===== src/rtl/song_sequencer_if.sv =====
// Bundle between the song sequencer, the song ROM, the MCU controls and the note player.
interface song_sequencer_if #(
   parameter int unsigned SONG_BITS  = 2,
   parameter int unsigned INDEX_BITS = 5
);
   logic                            play;
   logic [SONG_BITS-1:0]            song;
   logic [SONG_BITS+INDEX_BITS-1:0] rom_addr;
   logic [11:0]                     rom_data;
   logic                            note_done;
   logic [5:0]                      note_to_load;
   logic [5:0]                      duration_to_load;
   logic                            load_new_note;
   logic                            song_done;

   // Environment side: MCU controls, ROM data and player done flag.
   modport master (
      output play, song, rom_data, note_done,
      input  rom_addr, note_to_load, duration_to_load, load_new_note, song_done
   );

   // Sequencer side.
   modport slave (
      input  play, song, rom_data, note_done,
      output rom_addr, note_to_load, duration_to_load, load_new_note, song_done
   );
endinterface


===== src/rtl/song_sequencer.sv =====
// Song sequencer: walks the song ROM one note/duration entry at a time, hands each note to
// the note player with a one-cycle load strobe and waits for its done flag before moving on.
module song_sequencer #(
   parameter int unsigned SONG_BITS  = 2,
   parameter int unsigned INDEX_BITS = 5
) (
   input logic                clk,
   input logic                reset,
   song_sequencer_if.slave    bus
);

   typedef enum logic [2:0] {
      StIdle,
      StFetch,
      StLatch,
      StIssue,
      StGuard,
      StWait,
      StEnd
   } state_e;

   localparam logic [INDEX_BITS-1:0] LastIdx = {INDEX_BITS{1'b1}};

   state_e                  state_q;
   logic [INDEX_BITS-1:0]   idx_q;
   logic [SONG_BITS-1:0]    cur_song_q;
   logic [5:0]              note_q;
   logic [5:0]              dur_q;
   logic                    load_q;
   logic                    done_q;

   // Sequencer FSM; strobes are registered and set on the transition into ISSUE/END.
   always_ff @(posedge clk) begin
      if (reset) begin
         state_q    <= StIdle;
         idx_q      <= '0;
         cur_song_q <= '0;
         note_q     <= '0;
         dur_q      <= '0;
         load_q     <= 1'b0;
         done_q     <= 1'b0;
      end else begin
         load_q <= 1'b0;
         done_q <= 1'b0;
         // A new song selection overrides everything, including a pending END.
         if (bus.song != cur_song_q) begin
            state_q    <= StIdle;
            idx_q      <= '0;
            cur_song_q <= bus.song;
         end else begin
            case (state_q)
               StIdle: begin
                  if (bus.play) state_q <= StFetch;
               end
               StFetch: begin
                  state_q <= StLatch;
               end
               StLatch: begin
                  note_q <= bus.rom_data[11:6];
                  dur_q  <= bus.rom_data[5:0];
                  // Zero duration marks the end of a short song; that entry is never played.
                  if (bus.rom_data[5:0] == 6'd0) begin
                     state_q <= StEnd;
                     done_q  <= 1'b1;
                  end else begin
                     state_q <= StIssue;
                     load_q  <= 1'b1;
                  end
               end
               StIssue: begin
                  state_q <= StGuard;
               end
               StGuard: begin
                  // The previous note's done flag is still up here; skip it.
                  state_q <= StWait;
               end
               StWait: begin
                  if (bus.note_done && bus.play) begin
                     if (idx_q == LastIdx) begin
                        state_q <= StEnd;
                        done_q  <= 1'b1;
                     end else begin
                        idx_q   <= idx_q + 1'b1;
                        state_q <= StFetch;
                     end
                  end
               end
               StEnd: begin
                  idx_q   <= '0;
                  state_q <= StIdle;
               end
               default: begin
                  state_q <= StIdle;
               end
            endcase
         end
      end
   end

   assign bus.rom_addr         = {cur_song_q, idx_q};
   assign bus.note_to_load     = note_q;
   assign bus.duration_to_load = dur_q;
   assign bus.load_new_note    = load_q;
   assign bus.song_done        = done_q;

endmodule


===== src/flat_wrapper.sv =====
// flat-port wrapper written by rule: the top's interface ports become plain ports
module song_sequencer_flat 
#(
   parameter int unsigned SONG_BITS  = 2,
   parameter int unsigned INDEX_BITS = 5
)
  (clk, reset, bus_play, bus_song, bus_rom_data, bus_note_done, bus_rom_addr, bus_note_to_load, bus_duration_to_load, bus_load_new_note, bus_song_done);
  song_sequencer_if #(.SONG_BITS(SONG_BITS), .INDEX_BITS(INDEX_BITS)) bus_i ();
  input logic clk;
  input logic reset;
  input wire logic [$bits(bus_i.play)-1:0] bus_play;
  input wire logic [$bits(bus_i.song)-1:0] bus_song;
  input wire logic [$bits(bus_i.rom_data)-1:0] bus_rom_data;
  input wire logic [$bits(bus_i.note_done)-1:0] bus_note_done;
  output wire logic [$bits(bus_i.rom_addr)-1:0] bus_rom_addr;
  output wire logic [$bits(bus_i.note_to_load)-1:0] bus_note_to_load;
  output wire logic [$bits(bus_i.duration_to_load)-1:0] bus_duration_to_load;
  output wire logic [$bits(bus_i.load_new_note)-1:0] bus_load_new_note;
  output wire logic [$bits(bus_i.song_done)-1:0] bus_song_done;
  assign bus_i.play = bus_play;
  assign bus_i.song = bus_song;
  assign bus_i.rom_data = bus_rom_data;
  assign bus_i.note_done = bus_note_done;
  assign bus_rom_addr = bus_i.rom_addr;
  assign bus_note_to_load = bus_i.note_to_load;
  assign bus_duration_to_load = bus_i.duration_to_load;
  assign bus_load_new_note = bus_i.load_new_note;
  assign bus_song_done = bus_i.song_done;
  song_sequencer #(.SONG_BITS(SONG_BITS), .INDEX_BITS(INDEX_BITS)) u_core (.clk(clk), .reset(reset), .bus(bus_i));
endmodule

===== config.mk =====
export PLATFORM = sky130hd
export DESIGN_NAME = song_sequencer_flat
export DESIGN_NICKNAME = d
export VERILOG_FILES = /design/src/rtl/song_sequencer_if.sv /design/src/rtl/song_sequencer.sv /design/src/flat_wrapper.sv
export SDC_FILE = /design/constraint.sdc
export NUM_CORES = 1
export LEC_CHECK = 0
export BUFFER_PORTS_ARGS = -buffer_cell sky130_fd_sc_hd__buf_2
export CORE_MARGIN = 1.5
export CORE_UTILIZATION = 51
export CTS_CLUSTER_DIAMETER = 100
export CTS_CLUSTER_SIZE = 12
export DETAILED_ROUTE_END_ITERATION = 10
export GPL_ROUTABILITY_DRIVEN = 0
export PLACE_DENSITY = 0.82
export SYNTH_ARGS = -nofsm -noshare
export SYNTH_HDL_FRONTEND = slang
export SYNTH_SLANG_ARGS = --single-unit

===== constraint.sdc =====
create_clock -name clk -period 6.21 [get_ports clk]
set_clock_uncertainty 0.15 [all_clocks]
set_input_delay 0.9315 -clock clk [delete_from_list [all_inputs] [get_ports clk]]
set_output_delay 0.9315 -clock clk [all_outputs]
set_load 0.1 [all_outputs]

Yosys cells after proc, flatten, opt, wreduce, memory -nomap -nowiden --
Index checks and enable logic that the tools add are counted.
Storage, ports and cells: bits in registers 24, input port bits 18, output and inout bits 21
Cells by class: $add $sub $neg 1, equal/unequal tests 11, muxes and demuxes 13, bitwise operators 2, reductions and logical operators 9
Operator list (number):
- case mux 3 bit (6 select lines) | 1
- 2-to-1 mux 3 bit | 4
- 2-to-1 mux 5 bit | 2
- case mux 5 bit (2 select lines) | 1
- == test 3 bit, second input constant | 3
- == test 3 x 2 -> 1 bit, second input constant | 2
- logical NOT 6 bit | 1
- adder 5 x 1 -> 5 bit, second input constant | 1
- == test 5 bit, second input constant | 1
- 2-to-1 mux 1 bit | 4
- inequality test 2 bit, second input constant | 2
- AND reduction 2 bit | 2
- == test 3 x 1 -> 1 bit, second input constant | 1
- logical NOT 3 bit | 1
- AND reduction 3 bit | 1
- OR reduction 3 bit | 1
- inequality test 2 x 1 -> 1 bit, second input constant | 1
- inequality test 2 bit | 1
- inverter 1 bit | 2
- case mux 1 bit (2 select lines) | 1
- nonzero test 2 bit | 1
- OR reduction 2 bit | 1
- logical AND 1 bit | 1

Depth between registers and ports, before layout --
Gate-level depths: netlist of the first run.
word-level depth 4, depth in mapped cells 7

Least setup slack after synthesis of the first run --
OpenSTA, ideal clock, no wires.
kind flip-flop to flip-flop, start register u_core.idx_q[0], end register u_core.idx_q[3], setup time 70 ps, arrival time 2388 ps, slack 3602 ps, cell stages (with the launch flop) 8, buffers on the path 0, clock period less this slack 2608 ps, cell sequence dfxtp_1 -> ha_1 -> and3_1 -> ha_1 -> and3b_1 -> a31oi_1 -> o21ai_0 -> a21oi_1
On the way: longest elaborated chain between the ends 4
RTL lines:
- from (decl) | line song_sequencer.sv:25 | logic [INDEX_BITS-1:0] idx_q;
- from (signal assigned) | line song_sequencer.sv:83 | idx_q <= idx_q + 1'b1;
- adder 5 x 1 -> 5 bit | line song_sequencer.sv:83
- 2-to-1 mux 5 bit | line song_sequencer.sv:79 | if (idx_q == LastIdx) begin
- 2-to-1 mux 5 bit | line song_sequencer.sv:78 | if (bus.note_done && bus.play) begin
- case mux 5 bit (2 select lines) | line song_sequencer.sv:51 | case (state_q)
Parallel ways exist; a longest one is shown, timed or not. The select of a mux whose other input is x is not followed. A chain may end at the register's enable or synchronous reset.

Worst setup path after layout of the first run --
start register u_core.idx_q[0], end output port bus_rom_addr[0]
RTL lines:
- to (decl) | line flat_wrapper.sv:15 | output wire logic [$bits(bus_i.rom_addr)-1:0] bus_rom_addr;
No word-level cell between the ends.

==> flow_summary.json, run 1 <==
{
  "status": "complete, no violations",
  "grt-ovfl-total": 0,
  "max_slew.worst_pin.slew_ns": 0.6611,
  "p_leak_nw": 0.6712,
  "finalCritPeriodShare_pct": 36.51,
  "powerDensity_mw_per_mm2": 222.3,
  "drt-initial-drc-count": 19,
  "multi_input_comb_area_um2": 538.0,
  "io_pins": 39,
  "yosysWarnings": 0,
  "syn2layout_area_growth_pct": 21.90,
  "core_area_mm2": 0.001962,
  "fin_ws_ns": 3.942,
  "grt_pass1_vias": 913,
  "synthCells": 113,
  "diodes": 0,
  "ant_nets": 0,
  "cp_top_family": "buffers and inverters",
  "grt_max_degree": 16,
  "max_freq_mhz": 441.0,
  "drv_cap": 0,
  "ys_seq_area_share_pct": 44.96,
  "clock_path_buffers": 2,
  "clkLatencyLatePin_ns": 0.31,
  "layout.cells.non_filler": 175,
  "post-cts-setup-buffer-count": 0,
  "crit_fanout": 4,
  "htree_levels": 1,
  "cts_inserted_buffers": 3,
  "crit_required_ns": 5.13,
  "worstPathCellList": "buf_2",
  "critPathSlowestCell": "buf_2",
  "track_usage_pct": 19.32,
  "die_w_um": 48.77,
  "dr.pass1.iters": 4,
  "synth-seq-cells": 24,
  "endpoint_kind": "primary output",
  "cts_root_buffer": "clkbuf_4",
  "grt_antenna_before_repair": 0,
  "clk_pin_slew_ns": 0.13,
  "cp-start-kind": "register",
  "place_ws_ns": 3.723,
  "die_y_um": 48.77,
  "rsz0062_at_grt": "no",
  "synthesis.nets": 133,
  "final.setup.tns_ns": 0,
  "syn_avg_cell_area_um2": 9.456,
  "dp_cells": 171,
  "cts_resized": 0,
  "portBuffers": 38,
  "critPathMaxStageDelay_ns": 0.46,
  "dp_hpwl_um": 1665,
  "critPathBufInv": 1,
  "synth_top_area_share_pct": 44.96,
  "yosysUniqueCellTypes": 36,
  "period_needed_ns": 2.268,
  "finalHoldViolations": 0,
  "final_common_cell": "buf_2",
  "die-area_mm2": 0.002379,
  "slew_headroom_pct": 55.93,
  "fillers": 174,
  "cts_tree": "built",
  "routed_wl_um": 2171,
  "hold_class": "register to register",
  "cts_sinks": 24,
  "critPathKind": "register to primary output",
  "cp.arrival_ns": 1.19,
  "initial_utilization_pct": 54.46,
  "vdd_drop_max_uv": 147.4,
  "netlist_top_cells_area": "dfxtp_1 45%, mux2i_1 11%, nor2_1 4.9%, a21oi_1 2.8%, nor3b_1 2.8%",
  "drv_slew": 0,
  "postCtsHoldBufs": 0,
  "row_count": 16,
  "grt_pass1_wl_um": 3719,
  "vias_per_cell": 5.366,
  "wl_per_cell_um": 12.41,
  "seq_area_um2": 480.5,
  "drive_gt1_share_pct": 29.73,
  "rrSetupSlack_ns": 4.03,
  "vias": 939,
  "netlist_area_mm2": 0.001069,
  "layout_common_cells": "38 x buf_2, 24 x dfxtp_1, 14 x nor2_1",
  "yosys.area.top_type": "dfxtp_1",
  "final_core_util_pct": 66.39,
  "setup_viol": 0,
  "drc": 0,
  "nNetsFinal": 169
}
registers in the layout (all words and copies together) (netlist names):
name	flops
u_core.bus.load_new_note	1
u_core.bus.note_to_load	6
u_core.bus.duration_to_load	6
u_core.state_q	3
u_core.idx_q	5
u_core.cur_song_q	2
u_core.bus.song_done	1
path summary, 6_finish.rpt:
path / from / cells past startpoint / endpoint
max: u_core.idx_q[0] / 1 / bus_rom_addr[0]
min: u_core.idx_q[4] / 2 / u_core.idx_q[4]
max reg2reg: u_core.idx_q[0] / 7 / u_core.idx_q[3]
min reg2reg: u_core.idx_q[4] / 2 / u_core.idx_q[4]
where the power goes:
part	internal (mW)	switching, mW
logic	0.00771	0.0141
clock network	0.0652	0.0462
registers	0.155	0.00130
total	0.228	0.0616
Yosys cell counts:
cell / count
xor2_1: 3
a311oi_1: 1
and3b_1: 2
inv_1: 2
ha_1: 2
nor3b_2: 1
a31o_2: 1
nor2b_1: 4
buf_2: 1
a31oi_1: 1
buf_4: 2
nand2_1: 5
or3b_1: 1
nand4b_1: 1
mux2i_1: 12
buf_6: 1
or2_1: 1
a22oi_1: 1
a32oi_1: 1
and3_1: 2
clkbuf_1: 3
xnor2_1: 1
o21ai_0: 4
nand3b_1: 1
dfxtp_1: 24
or4_1: 1
or3_1: 3
nand2b_1: 1
a21oi_1: 6
nor2_1: 14
o31ai_1: 1
and2_1: 1
nor3_1: 1
nor3b_1: 4
nor4_1: 1
nand3_1: 2
metal layers:
| layer | share of wire [%] | GRT usage, % | routed length [um] | vias up |
|---|---|---|---|---|
| met1 | 43 | 22.50 | 926 | 444 |
| met2 | 53 | 36.76 | 1146 | 28 |
| li1 | - | - | - | 467 |
| met3 | 4.5 | 3.067 | 98 | 0 |
| met5 | 0 | 0 | 0 | - |
| met4 | 0 | 4.286 | 0 | 0 |
area by class of cell:
class	instances	area share [%]
timing repair buffer	38	14.60
inverter	2	0.5764
clock inverter	1	2.305
sequential	24	36.89
tap	27	2.594
multi-input combinational	80	41.31
clock buffer	3	1.729
metrics by stage:
| stage | instance area (um^2) | power, mW | hold WS (ns) |
|---|---|---|---|
| 6_report | 1303 | 0.2895 | 0.3341 |
| 5_1_grt | 1303 | 0.2984 | 0.3645 |
| 4_1_cts | 1303 | 0.2897 | 0.3414 |
| 3_5_place_dp | 1250 | 0.1813 | 0.3246 |
| 3_3_place_gp | 1250 | 0.1809 | 0.3047 |
| 2_1_floorplan | 1069 | 0.1730 | 0.4052 |
cells by family (layout without fill, tap and decap cells):
logic type | Yosys count | after routing | synth area share, %
buf+inv | 9 | 44 | 4.683
simple gates | 46 | 46 | 24.36
compound gates | 16 | 16 | 9.135
mux | 12 | 12 | 11.24
flops | 24 | 24 | 44.96
fa+ha+maj | 2 | 2 | 2.342
xor+xnor | 4 | 4 | 3.279
No activity file was read; power rests on OpenSTA's default activity.
==> run 2, diff against run 1 <==
--- a/config.mk
+++ b/config.mk
@@ -5,14 +5,15 @@
 export SDC_FILE = /design/constraint.sdc
 export NUM_CORES = 1
 export LEC_CHECK = 0
+export ABC_AREA = 1
 export BUFFER_PORTS_ARGS = -buffer_cell sky130_fd_sc_hd__buf_2
 export CORE_MARGIN = 1.5
-export CORE_UTILIZATION = 51
+export CORE_UTILIZATION = 50
 export CTS_CLUSTER_DIAMETER = 100
 export CTS_CLUSTER_SIZE = 12
 export DETAILED_ROUTE_END_ITERATION = 10
 export GPL_ROUTABILITY_DRIVEN = 0
-export PLACE_DENSITY = 0.82
+export PLACE_DENSITY = 0.78
 export SYNTH_ARGS = -nofsm -noshare
 export SYNTH_HDL_FRONTEND = slang
 export SYNTH_SLANG_ARGS = --single-unit
==> constraint.sdc (replaced) <==
create_clock -name clk -period 2.1 [get_ports clk]
set_clock_uncertainty 0.15 [all_clocks]
set_input_delay 0.315 -clock clk [delete_from_list [all_inputs] [get_ports clk]]
set_output_delay 0.315 -clock clk [all_outputs]
set_load 0.1 [all_outputs]
==> flow_summary.json, run 2 <==
{
  "grt_pass1_vias": 989,
  "yosysWarnings": 0,
  "clkLatencyLatePin_ns": 0.31,
  "setup_viol": 0,
  "critPathBufInv": 4,
  "netlist_area_mm2": 0.001286,
  "critPathSlowestCell": "dfxtp_1",
  "cts_inserted_buffers": 3,
  "grt_antenna_before_repair": 0,
  "netlist_top_cells_area": "dfxtp_1 37%, nand2_1 19%, inv_1 15%, nor2_1 9.0%, nand3_1 3.5%",
  "max_freq_mhz": 570.9,
  "synthesis.nets": 231,
  "nNetsFinal": 271,
  "placed_area_mm2": 0.001499,
  "syn_avg_cell_area_um2": 6.096,
  "reg2reg_from": "u_core.state_q[1]",
  "synthCells": 211,
  "slew_headroom_pct": 67.84,
  "vias": 1210,
  "grt_max_degree": 15,
  "routed_wl_um": 2360,
  "initial_utilization_pct": 52.40,
  "synthTopCellsByCount": "64 x nand2_1, 53 x inv_1, 31 x nor2_1, 24 x dfxtp_1, 9 x nand3_1",
  "portBuffers": 38,
  "cp.arrival_ns": 1.85,
  "dp_hpwl_um": 1840,
  "async_flop_share_pct": 0,
  "ant_nets": 0,
  "drc": 0,
  "grt_pass1_wl_um": 3829,
  "worstPathCellList": "inv_2, nor3_4, inv_2, nor2_4, inv_2, nand2_1, inv_1, nor2_1",
  "rsz0062_at_grt": "no",
  "final.setup.tns_ns": 0,
  "clock_path_buffers": 2,
  "final_common_cell": "nand2_1",
  "syn2layout_area_growth_pct": 18.29,
  "synth_edf_count": 0,
  "drv_slew": 0,
  "critPathLaunch": "u_core.state_q[1]",
  "crit_cells": 8,
  "synth_top_area_share_pct": 37.35,
  "fin_ws_ns": 0.3485,
  "vias_per_cell": 4.337,
  "post-cts-setup-buffer-count": 0,
  "synth.most_common_cell": "nand2_1",
  "crit_fanout": 13,
  "cts_resized": 0,
  "crit_required_ns": 2.20,
  "dr.pass1.iters": 4,
  "place_ws_ns": 0.3813,
  "period_needed_ns": 1.751,
  "p_total_mw": 0.7421,
  "die-area_mm2": 0.002886,
  "endpoint_kind": "register",
  "postCtsHoldBufs": 0,
  "seq_area_um2": 485.5,
  "status": "complete, no violations",
  "die_w_um": 53.72,
  "track_usage_pct": 17.88,
  "yosys.area.top_type": "dfxtp_1",
  "clk_pin_slew_ns": 0.13,
  "powerDensity_mw_per_mm2": 487.8,
  "cts_root_buffer": "clkbuf_4",
  "hold_class": "primary input to register",
  "finalHoldViolations": 0,
  "final_core_util_pct": 61.98,
  "rrSetupSlack_ns": 0.35,
  "cts_sinks": 24,
  "vdd_drop_max_uv": 415.0,
  "io_pins": 39,
  "die_y_um": 53.72,
  "r2r_cells": 8,
  "cp-start-kind": "register",
  "drt-initial-drc-count": 22,
  "wl_per_cell_um": 8.459,
  "yosysUniqueCellTypes": 21,
  "r2r-end": "u_core.bus.duration_to_load[1]",
  "ys_seq_area_share_pct": 37.35,
  "drive_gt1_share_pct": 20.88,
  "max_slew.worst_pin.slew_ns": 0.4857,
  "core_area_mm2": 0.002455,
  "row_count": 18,
  "layout_common_cells": "64 x nand2_1, 53 x inv_1, 38 x buf_2",
  "p_leak_nw": 0.8567,
  "critPathKind": "register to register",
  "fillers": 239,
  "finalCritPeriodShare_pct": 83.40,
  "htree_levels": 1,
  "diodes": 0,
  "cp_top_family": "simple AND/OR/NAND/NOR gates",
  "cpMostUsedCell": "inv_2",
  "drv_cap": 0,
  "critPathCapture": "u_core.bus.duration_to_load[1]",
  "multi_input_comb_area_um2": 568.0,
  "grt-ovfl-total": 0,
  "synth_flop_cell": "dfxtp_1",
  "synth-seq-cells": 24,
  "cts_tree": "built",
  "critPathMaxStageDelay_ns": 0.47,
  "design_area_mm2": 0.001521
}
==> run 2: changes by cell type after synthesis, sizes merged, moves of 3 or more <==
cell and change:
nor2 +18, nor3b -5, inv +54, mux2i -12
xor2 -3, nor2b -4, nand3 +8, or3 -3
nand2 +59, clkbuf -3
==> run 2: cell type report <==
cell class | instances | share of cell area [%]
clock buffers | 3 | 1.480
inverters | 56 | 13.82
multi-input cells | 127 | 37.34
flip-flops and latches | 24 | 31.91
well taps | 30 | 2.467
repair buffers | 39 | 12.99
==> run 2: logic make-up after synthesis <==
| group | count (synthesis) | synth area share [%] |
|---|---|---|
| buffers and inverters | 60 | 18.48 |
| AO/OA/AOI/OAI | 12 | 4.864 |
| flip-flops | 24 | 37.35 |
| AND/OR/NAND/NOR | 111 | 35.99 |
| XOR/XNOR | 2 | 1.362 |
| adder cells (fa/ha/maj) | 2 | 1.945 |
==> run 2: worst min path at each step <==
stage / cells past startpoint / start / end
3_5_place_dp: 2 / u_core.idx_q[3] / u_core.idx_q[3]
3_3_place_gp: 2 / u_core.idx_q[3] / u_core.idx_q[3]
5_1_grt: 2 / reset / u_core.cur_song_q[0]
6_report: 2 / reset / u_core.cur_song_q[0]
4_1_cts: 2 / reset / u_core.cur_song_q[0]
2_1_floorplan: 1 / reset / u_core.cur_song_q[0]
==> run 2: stage by stage <==
stage	hold slack, ns	std cells
final	0.02361	279
after global routing	0.01273	279
after CTS	0.007165	279
after detailed placement	0.3250	276
after global placement	0.3198	276
after floorplan	0.2362	211
==> run 2: where the power goes <==
| part | switching [mW] | internal, mW | total [mW] | leakage (nW) |
|---|---|---|---|---|
| Clock | 0.130 | 0.0671 | 0.197 | 0.0138 |
| Combinational | 0.0547 | 0.0286 | 0.0833 | 0.647 |
| Sequential | 0.00342 | 0.459 | 0.462 | 0.196 |
==> run 2: worst reg2reg max path, stage by stage (launching register included) <==
cell     delay (ns)
dfxtp_1        0.47
inv_2          0.08
nor3_4         0.22
inv_2          0.09
nor2_4         0.28
inv_2          0.18
nand2_1        0.09
inv_1          0.04
nor2_1         0.09
==> run 2: per-layer routing <==
metal  up-vias  part of all wire [%]  track usage [%]
met3         2                   4.6            5.833
met1       499                    49            22.30
li1        684                     -                -
met5         -                     0                0
met2        25                    46            30.49
met4         0                  0.72            2.564
==> run 3, diff against run 2 <==
--- a/config.mk
+++ b/config.mk
@@ -8,12 +8,12 @@
 export ABC_AREA = 1
 export BUFFER_PORTS_ARGS = -buffer_cell sky130_fd_sc_hd__buf_2
 export CORE_MARGIN = 1.5
-export CORE_UTILIZATION = 50
+export CORE_UTILIZATION = 45
 export CTS_CLUSTER_DIAMETER = 100
 export CTS_CLUSTER_SIZE = 12
 export DETAILED_ROUTE_END_ITERATION = 10
 export GPL_ROUTABILITY_DRIVEN = 0
-export PLACE_DENSITY = 0.78
+export PLACE_DENSITY = 0.74
 export SYNTH_ARGS = -nofsm -noshare
 export SYNTH_HDL_FRONTEND = slang
 export SYNTH_SLANG_ARGS = --single-unit
==> constraint.sdc (replaced) <==
create_clock -name clk -period 1.6 [get_ports clk]
set_clock_uncertainty 0.15 [all_clocks]
set_input_delay 0.24 -clock clk [delete_from_list [all_inputs] [get_ports clk]]
set_output_delay 0.24 -clock clk [all_outputs]
set_load 0.1 [all_outputs]
==> flow_summary.json, run 3 (synthesis results as in run 2) <==
{
  "power.switching_mw": 0.2703,
  "max_freq_mhz": 631.3,
  "clock_path_buffers": 2,
  "grt-ovfl-total": 0,
  "grt_antenna_before_repair": 0,
  "finalCritPeriodShare_pct": 99.00,
  "cp.arrival_ns": 1.69,
  "grt_max_degree": 14,
  "cts_tree": "built",
  "routed_wl_um": 2734,
  "p_seq_share_pct": 56.6,
  "htree_levels": 1,
  "cp-start-kind": "register",
  "initial_utilization_pct": 47.05,
  "drive_gt1_share_pct": 31.94,
  "drv_cap": 0,
  "r2r_cells": 11,
  "crit_cells": 11,
  "endpoint_kind": "register",
  "dp_hpwl_um": 1997,
  "critPathBufInv": 3,
  "grt_pass1_vias": 1109,
  "slew_headroom_pct": 67.61,
  "max_slew.worst_pin.slew_ns": 0.4892,
  "final_core_util_pct": 64.26,
  "powerDensity_mw_per_mm2": 601.0,
  "cp_top_family": "flip-flops",
  "drt-initial-drc-count": 42,
  "p_leak_nw": 0.9599,
  "status": "complete, no violations",
  "ant_nets": 0,
  "final_common_cell": "nand2_1",
  "cts_root_buffer": "clkbuf_4",
  "wl_per_cell_um": 9.299,
  "p_total_mw": 1.056,
  "critPathKind": "register to register",
  "power.share.clock_pct": 30.8,
  "finalHoldViolations": 0,
  "layout_common_cells": "60 x nand2_1, 51 x inv_1, 37 x buf_2",
  "die_w_um": 56.47,
  "portBuffers": 38,
  "drc": 0,
  "syn2layout_area_growth_pct": 36.58,
  "grt_pass1_wl_um": 4340,
  "setup_viol": 0,
  "track_usage_pct": 16.75,
  "diodes": 0,
  "period_needed_ns": 1.584,
  "crit_fanout": 5,
  "power_frac_comb_pct": 12.5,
  "cts_inserted_buffers": 3,
  "io_pins": 39,
  "die_y_um": 56.47,
  "switching_share_pct": 25.60,
  "worstPathCellList": "ha_4, inv_2, nor3_4, ha_2, inv_2, nand2_2, a21oi_2, inv_1, nand2_1, nand2_1, a21oi_1",
  "fin_ws_ns": 0.01601,
  "clkLatencyLatePin_ns": 0.32,
  "core_area_mm2": 0.002734,
  "critPathMaxStageDelay_ns": 0.39,
  "place_ws_ns": 0.03754,
  "row_count": 19,
  "critPathSlowestCell": "dfxtp_4",
  "min_path_cells": 5,
  "vias": 1286,
  "drv_slew": 0,
  "placed_area_mm2": 0.001619,
  "vias_per_cell": 4.374,
  "dr.pass1.iters": 4,
  "clk_pin_slew_ns": 0.14,
  "internal-power_mw": 0.7854,
  "crit_required_ns": 1.71,
  "nNetsFinal": 284,
  "die-area_mm2": 0.003188,
  "design_area_mm2": 0.001757,
  "rsz0062_at_grt": "yes",
  "cts_sinks": 24,
  "hold_class": "primary input to register",
  "vdd_drop_max_uv": 551.9
}
[run 3: cell count changes in the layout (fill, tap and decap cells not counted), sizes merged]
cell,previous run,this run
dlygate4sd3,0,2
dlymetal6s4s,0,1
clkbuf,3,4
buf,39,49
[run 3: final cells by class]
class	instances	area [um^2]
repair buffers	52	311.5
well taps	31	38.79
clock buffers	4	36.28
multi-input cells	127	653.1
flip-flops and latches	24	504.2
fillers	266	977.2
inverters	56	212.7
[run 3: final timing paths]
check / end / slack, ns / start
worst max-delay path: u_core.state_q[0] / 0.02 / u_core.idx_q[1]
worst max register to register: u_core.state_q[0] / 0.02 / u_core.idx_q[1]
worst min-delay path: u_core.bus.note_to_load[3] / 0.05 / bus_rom_data[9]
worst min register to register: u_core.bus.duration_to_load[3] / 0.36 / u_core.bus.duration_to_load[3]
[run 3: repair_timing]
item | 4_1_cts | 5_1_grt
hold endpoints to repair | 2 | 0
setup buffers | 0 | 1
hold buffers | 3 | 0
endpoints found under the setup margin | 1 | 20
resized for setup | 0 | 19
pin swaps | 1 | 7
[run 3: worst min-delay path: stages]
cell and delay (ns):
buf_2 0.09, inv_1 0.04, nand2_1 0.04, nand2_1 0.05
nor2_1 0.04
[run 3: per-layer routing]
| metal | global-route usage [%] | part of all wire [%] | wire (um) | vias to the layer above |
|---|---|---|---|---|
| met5 | 0 | 0 | 0 | - |
| met4 | 6.463 | 0.91 | 25 | 0 |
| met3 | 2.765 | 4.0 | 110 | 2 |
| met2 | 28.90 | 48 | 1320 | 25 |
| met1 | 20.66 | 47 | 1277 | 545 |
| li1 | - | - | - | 714 |
[run 3: power by group through the flow]
stage / registers (mW) / clock network (mW) / logic (mW)
final: 0.598 / 0.326 / 0.132
after global routing: 0.599 / 0.363 / 0.145
after CTS: 0.597 / 0.324 / 0.124
after detailed placement: 0.610 / 0 / 0.118
after global placement: 0.611 / 0 / 0.117
after floorplan: 0.636 / 0 / 0.0481
[run 3: stage by stage]
step                cells  hold WS (ns)  TNS [ns]
CTS                   294       0.06031         0
floorplan             211        0.1516   -0.4501
global placement      287        0.2769         0
finish                294       0.04783         0
detailed placement    287        0.2836         0
global route          294       0.04967   -0.2235
